===== src/rtl/xnor_stream_checker_sat_counter.sv =====
// Up-counter with synchronous clear that sticks at all-ones instead of wrapping.
module xnor_sat_counter #(
  parameter int WIDTH = 16
) (
  input  logic             clk,
  input  logic             clr,
  input  logic             inc,
  output logic [WIDTH-1:0] cnt
);

  logic [WIDTH-1:0] cnt_q, cnt_d;

  always_comb begin
    cnt_d = cnt_q;
    if (clr) begin
      cnt_d = '0;
    end else if (inc && (cnt_q != '1)) begin
      cnt_d = cnt_q + WIDTH'(1);
    end
  end

  always_ff @(posedge clk) begin
    cnt_q <= cnt_d;
  end

  assign cnt = cnt_q;

endmodule


===== config.mk =====
export PLATFORM = sky130hd
export DESIGN_NAME = xnor_sat_counter
export DESIGN_NICKNAME = d
export VERILOG_FILES = /design/src/rtl/xnor_stream_checker_sat_counter.sv
export SDC_FILE = /design/constraint.sdc
export NUM_CORES = 1
export LEC_CHECK = 0
export CAP_MARGIN = 25
export CORE_MARGIN = 2
export CORE_UTILIZATION = 48
export CTS_CLUSTER_SIZE = 8
export DETAILED_ROUTE_END_ITERATION = 12
export PLACE_DENSITY = 0.87
export SYNTH_ARGS = -nofsm -noshare
export SYNTH_HDL_FRONTEND = slang
export SYNTH_SLANG_ARGS = --single-unit

===== constraint.sdc =====
create_clock -name clk -period 2.3 [get_ports clk]
set_clock_uncertainty 0.15 [all_clocks]
set_input_delay 0.575 -clock clk [delete_from_list [all_inputs] [get_ports clk]]
set_output_delay 0.575 -clock clk [all_outputs]
set_load 0.01 [all_outputs]

==> impl_metrics.env, run 1 <==
export IMPL_final_layout_size_suffix_gt1_share_pct=9.17
export IMPL_cts_sinks=16
export IMPL_hp_class="reg2reg"
export IMPL_first_global_vias=754
export IMPL_path_max_fanout=7
export IMPL_cts_buffers=3
export IMPL_p_int_w=0.000353
export IMPL_grt_max_degree=16
export IMPL_worstSkewPairLatency_ns=0.28
export IMPL_synthToLayoutAreaGrowth_pct=28.0
export IMPL_wl_per_cell_um=13.8
export IMPL_fin_cells=137
export IMPL_cp_end_kind="primary output"
export IMPL_period_needed_ns=2.07
export IMPL_hp_start="cnt[1]$_SDFFE_PP0P_"
export IMPL_drt_antenna_violating_nets=0
export IMPL_synth_edf_count=0
export IMPL_cp_start_kind="flip-flop"
export IMPL_dr_pass1_iters=4
export IMPL_pwr_share_clk_pct=32.7
export IMPL_slew_viol_final=0
export IMPL_largest_register_ffs=16
export IMPL_clk_pin_slew_ns=0.10
export IMPL_power_leakage_nw=0.352
export IMPL_ir_worst_vdd_uv=259
export IMPL_power_density_nw_per_um2=422
export IMPL_dpl_hpwl_mm=1.38
export IMPL_status="complete, no violations"
export IMPL_reg2reg_depth=6
export IMPL_clk_path_buf_depth=2
export IMPL_tns_ns=0
export IMPL_cp_arrival_ns=1.34
export IMPL_synth_simple_area_share_pct=36.4
export IMPL_pwr_share_comb_pct=5.5
export IMPL_drt_iter0_markers=18
export IMPL_fin_nets=126
export IMPL_fmax_mhz=484
export IMPL_synth_top_family_by_area="simple AND/OR/NAND/NOR gates"
export IMPL_finalSetupViolations=0
export IMPL_r2r_slack_ns=0.38
export IMPL_grt_ovfl_total=0
export IMPL_syn_cell_area_um2=848
export IMPL_synth_nets=103
export IMPL_die_h_um=46.0
export IMPL_postCtsSetupBuffers=0
export IMPL_dieArea_um2=2120
export IMPL_cts_tree="done"
export IMPL_yosys_area_share_adder_pct=1.47
export IMPL_reg2reg_to="cnt[9]$_SDFFE_PP0P_"
export IMPL_maxCapViolCount=0
export IMPL_avgSynthCellArea_um2=8.57
export IMPL_start_util_pct=50.2
export IMPL_gr_usage_all_layers_pct=20.4
export IMPL_path_class="reg2out"
export IMPL_hold_viol_final=0
export IMPL_placed_cells_incl_taps=134
export IMPL_path_cells="clkdlybuf4s50_1"
export IMPL_rr_startpoint="cnt[0]$_SDFFE_PP0P_"
export IMPL_grt_pass1_wl_mm=3.13
export IMPL_total_power_w=0.000458
export IMPL_core_area_um2=1690
export IMPL_min_path_cells=2
export IMPL_root_buffer="clkbuf_4"
export IMPL_ios=19
export IMPL_drt_total_wl_mm=1.88
export IMPL_synth_xor_area_share_pct=2.06
export IMPL_p_switching_w=0.000105
export IMPL_post_drt_via_cell_ratio=6.22
export IMPL_antennaDiodeCount=0
export IMPL_antenna_found_initial=0
export IMPL_io_buffer_count=18
export IMPL_drc=0
export IMPL_cp_slowest_cell="clkdlybuf4s50_1"
export IMPL_switching_share_pct=22.9
export IMPL_cp_data_required_time_ns=1.57
export IMPL_rsz0062_at_grt="no"
export IMPL_holdPathEnd="cnt[1]$_SDFFE_PP0P_"
export IMPL_relSlewSlack_pct=62.9
export IMPL_async_flop_share_pct=0
export IMPL_max_slew_worst_pin_slew_ns=0.550
export IMPL_yosys_warnings=0
export IMPL_ys_flop_type="dfxtp_1"
export IMPL_synth_cell_types=31
export IMPL_dr_total_vias=852
export IMPL_holdBufCountCts=0
export IMPL_synth_mux_area_share_pct=2.51
export IMPL_die_w_um=46.0
export IMPL_synth_compound_area_share_pct=16.5
export IMPL_cp_top_family="buffers and inverters"
export IMPL_finalWeightedCongestion=0.863
export IMPL_ys_seq_elements=16
export IMPL_rows=15
export IMPL_pwr_share_seq_pct=61.8
export IMPL_syn_inst=99
export IMPL_synth_seq_area_share_pct=37.8
export IMPL_cts_htree_levels=1
export IMPL_cts_resized=0
export IMPL_path_buf_inv=1
export IMPL_fin_crit_sh_pct=89.9
export IMPL_critPathMaxStageDelay_ns=0.59
## placed cells by master, fill, tap and decap left out, drive strengths merged, types with 2 or more instances in the layout
master / instances
inv: 3
and4: 3
buf: 4
o21ai: 4
nor4: 3
dfxtp: 16
nand2: 7
nor2: 6
nand4: 4
nand3: 6
clkbuf: 3
nor3: 4
nor2b: 2
clkdlybuf4s50: 18
a21oi: 10
xnor2: 2
o31ai: 6
or3: 3
or4: 7
## how the worst max path moves through the flow
stage	start	endpoint	slack, ns	depth (start not counted)
global route	cnt[5]$_SDFFE_PP0P_	cnt[5]	0.15	1
CTS	cnt[5]$_SDFFE_PP0P_	cnt[5]	0.23	1
detailed placement	inc	cnt[9]$_SDFFE_PP0P_	0.14	5
finish	cnt[5]$_SDFFE_PP0P_	cnt[5]	0.23	1
global placement	inc	cnt[15]$_SDFFE_PP0P_	0.18	5
floorplan	cnt[5]$_SDFFE_PP0P_	cnt[15]$_SDFFE_PP0P_	0.49	4
## cell type report
cell class | instances | area, um2
Timing Repair Buffer | 22 | 210
Clock buffer | 3 | 22.5
Multi-Input combinational cell | 76 | 500
Inverter | 3 | 11.3
Tap cell | 17 | 21.3
Sequential cell | 16 | 320
Fill cell | 131 | 603
## power groups by stage
stage / registers [W] / clock network [W] / logic, W
after CTS: 0.000283 / 0.000153 / 0.0000256
after global routing: 0.000283 / 0.000170 / 0.0000279
after global placement: 0.000289 / 0 / 0.0000248
after detailed placement: 0.000289 / 0 / 0.0000255
final: 0.000283 / 0.000150 / 0.0000253
after floorplan: 0.000290 / 0 / 0.0000101
## synth_stat cells, types with 2 or more instances
cell      instances  area, um2
or4_1             7       52.6
nand3_1           6       30.0
or3_1             3       18.8
clkbuf_1          2       7.51
inv_1             3       11.3
xnor2_1           2       17.5
nor2_1            6       22.5
and4_1            3       26.3
o31ai_1           6       45.0
a21oi_1          10       50.1
nor4_1            2       12.5
dfxtp_1          16        320
o21ai_0           4       20.0
nand2_1           6       22.5
nor2b_1           2       12.5
nand4_1           3       18.8
nor3_1            4       20.0
## kinds of logic after synthesis
group	Yosys count
XOR/XNOR	2
flip-flops	16
AO/OA/AOI/OAI	23
buffers and inverters	7
multiplexers	2
adder cells (fa/ha/maj)	1
AND/OR/NAND/NOR	48
## routing by layer
| layer | vias to the layer above | part of all wire, % | global-route usage (%) |
|---|---|---|---|
| li1 | 426 | - | - |
| met1 | 408 | 48 | 27.0 |
| met2 | 14 | 48 | 29.7 |
| met3 | 4 | 2.3 | 4.76 |
| met4 | 0 | 1.5 | 12.0 |
| met5 | - | 0 | 0 |
## stage by stage
stage	hold WS, ns	utilization, %	cell area (um2)	worst slack [ns]
after floorplan	0.382	-	848	0.490
after global placement	0.362	63.0	1060	0.183
after detailed placement	0.371	63.0	1060	0.138
after CTS	0.384	64.3	1090	0.227
after global routing	0.416	64.3	1090	0.154
final	0.377	64.3	1090	0.233
(Power assumes the default switching activity.)
==> inputs of run 2 (changes only) <==
--- a/config.mk
+++ b/config.mk
@@ -11,6 +11,7 @@
 export CTS_CLUSTER_SIZE = 8
 export DETAILED_ROUTE_END_ITERATION = 12
 export PLACE_DENSITY = 0.87
+export REMOVE_ABC_BUFFERS = 1
 export SYNTH_ARGS = -nofsm -noshare
 export SYNTH_HDL_FRONTEND = slang
 export SYNTH_SLANG_ARGS = --single-unit
==> impl_metrics.env, run 2 (synthesis gave the netlist of run 1 again) <==
export IMPL_status="complete, no violations"
export IMPL_rr_startpoint="cnt[0]$_SDFFE_PP0P_"
export IMPL_critPathMaxStageDelay_ns=0.60
export IMPL_ir_worst_vdd_uv=245
export IMPL_reg2reg_depth=6
export IMPL_worstSkewPairLatency_ns=0.30
export IMPL_path_cells="clkdlybuf4s50_1"
export IMPL_cp_slowest_cell="clkdlybuf4s50_1"
export IMPL_drt_total_wl_mm=1.96
export IMPL_period_needed_ns=2.11
export IMPL_finalSetupViolations=0
export IMPL_drt_iter0_markers=9
export IMPL_wl_met2_um=933
export IMPL_setup_slack_ns=0.192
export IMPL_fin_crit_sh_pct=91.7
export IMPL_core_area_um2=1690
export IMPL_synthToLayoutAreaGrowth_pct=30.5
export IMPL_fillCellCount=137
export IMPL_io_buffer_count=18
export IMPL_startpoint="cnt[5]$_SDFFE_PP0P_"
export IMPL_cp_end_kind="primary output"
export IMPL_min_path_cells=2
export IMPL_largest_register_ffs=16
export IMPL_cts_tree="done"
export IMPL_start_util_pct=50.2
export IMPL_maxCapViolCount=0
export IMPL_root_buffer="clkbuf_4"
export IMPL_worstSetupEndpoint="cnt[5]"
export IMPL_tns_ns=0
export IMPL_ios=19
export IMPL_gr_usage_all_layers_pct=19.9
export IMPL_hp_class="reg2reg"
export IMPL_path_class="reg2out"
export IMPL_wl_met3_um=79
export IMPL_slew_viol_final=0
export IMPL_cp_start_kind="flip-flop"
export IMPL_path_max_fanout=7
export IMPL_cts_resized=0
export IMPL_dpl_hpwl_mm=1.43
export IMPL_post_drt_via_cell_ratio=6.12
export IMPL_dr_pass1_iters=4
export IMPL_r2r_slack_ns=0.32
export IMPL_rows=15
export IMPL_dieArea_um2=2120
export IMPL_clk_pin_slew_ns=0.09
export IMPL_worst_path_stages=1
export IMPL_first_global_vias=713
export IMPL_antenna_found_initial=0
export IMPL_reg2reg_to="cnt[11]$_SDFFE_PP0P_"
export IMPL_drc=0
export IMPL_cp_top_family="buffers and inverters"
export IMPL_routed_top_layer="met4"
export IMPL_met1_length_um=915
export IMPL_final_layout_size_suffix_gt1_share_pct=10.7
export IMPL_fmax_mhz=474
export IMPL_fin_nets=127
export IMPL_path_buf_inv=1
export IMPL_hold_viol_final=0
export IMPL_rsz0062_at_grt="no"
export IMPL_drt_antenna_violating_nets=0
export IMPL_holdBufCountCts=0
export IMPL_cts_sinks=16
export IMPL_die_h_um=46.0
export IMPL_postCtsSetupBuffers=0
export IMPL_relSlewSlack_pct=52.3
export IMPL_grt_max_degree=16
export IMPL_power_leakage_nw=0.364
export IMPL_cp_data_required_time_ns=1.57
export IMPL_cts_buffers=3
export IMPL_layout_common_cells="clkdlybuf4s50_1 (18), dfxtp_1 (16), a21oi_1 (10)"
export IMPL_finalWeightedCongestion=0.823
export IMPL_antennaDiodeCount=0
export IMPL_dr_total_vias=851
export IMPL_cts_htree_levels=1
export IMPL_final_common_cell="clkdlybuf4s50_1"
export IMPL_cp_arrival_ns=1.38
export IMPL_max_slew_worst_pin_slew_ns=0.706
export IMPL_place_ws_ns=0.128
export IMPL_power_density_nw_per_um2=452
export IMPL_grt_ovfl_total=0
export IMPL_die_w_um=46.0
export IMPL_clk_path_buf_depth=2
export IMPL_wl_per_cell_um=14.1
export IMPL_grt_pass1_wl_mm=2.98
==> run 2: changes by cell type in the layout (fill, tap and decap cells not counted) <==
cell,previous run,this run
buf_4,4,5
clkbuf_8,0,1
==> run 2: per-layer routing <==
metal,vias up,global-route usage (%)
li1,427,-
met1,397,23.0
met2,22,31.9
met3,5,6.75
met4,0,10.9
met5,-,0
==> run 2: worst min path at each step <==
stage	endpoint	from	slack, ns
floorplan	cnt[9]$_SDFFE_PP0P_	cnt[9]$_SDFFE_PP0P_	0.38
global placement	cnt[1]$_SDFFE_PP0P_	cnt[1]$_SDFFE_PP0P_	0.36
detailed placement	cnt[1]$_SDFFE_PP0P_	cnt[1]$_SDFFE_PP0P_	0.36
CTS	cnt[1]$_SDFFE_PP0P_	cnt[1]$_SDFFE_PP0P_	0.38
global route	cnt[1]$_SDFFE_PP0P_	cnt[1]$_SDFFE_PP0P_	0.40
finish	cnt[1]$_SDFFE_PP0P_	cnt[1]$_SDFFE_PP0P_	0.38
==> run 2: report_power, final <==
group          internal [W]  total [W]  switching (W)  leakage [nW]
Combinational     0.0000130  0.0000254      0.0000125         0.214
Sequential         0.000280   0.000283     0.00000330         0.129
Clock             0.0000966   0.000192      0.0000954        0.0210
==> run 2: cell type report <==
class / instances / area [um2] / area share [%]
Timing Repair Buffer: 23 / 218 / 19.7
Tap cell: 17 / 21.3 / 1.92
Clock buffer: 4 / 36.3 / 3.28
Multi-Input combinational cell: 76 / 500 / 45.2
Inverter: 3 / 11.3 / 1.02
Sequential cell: 16 / 320 / 28.9
==> run 2: through the flow <==
stage               hold slack (ns)  power (W)  instance area [um2]  util [%]  cells
floorplan                     0.376   0.000296                  832         -     95
global placement              0.360   0.000314                 1070      63.4    135
detailed placement            0.360   0.000315                 1070      63.4    135
CTS                           0.379   0.000511                 1110      65.6    139
global route                  0.402   0.000521                 1110      65.6    139
finish                        0.379   0.000500                 1110      65.6    139
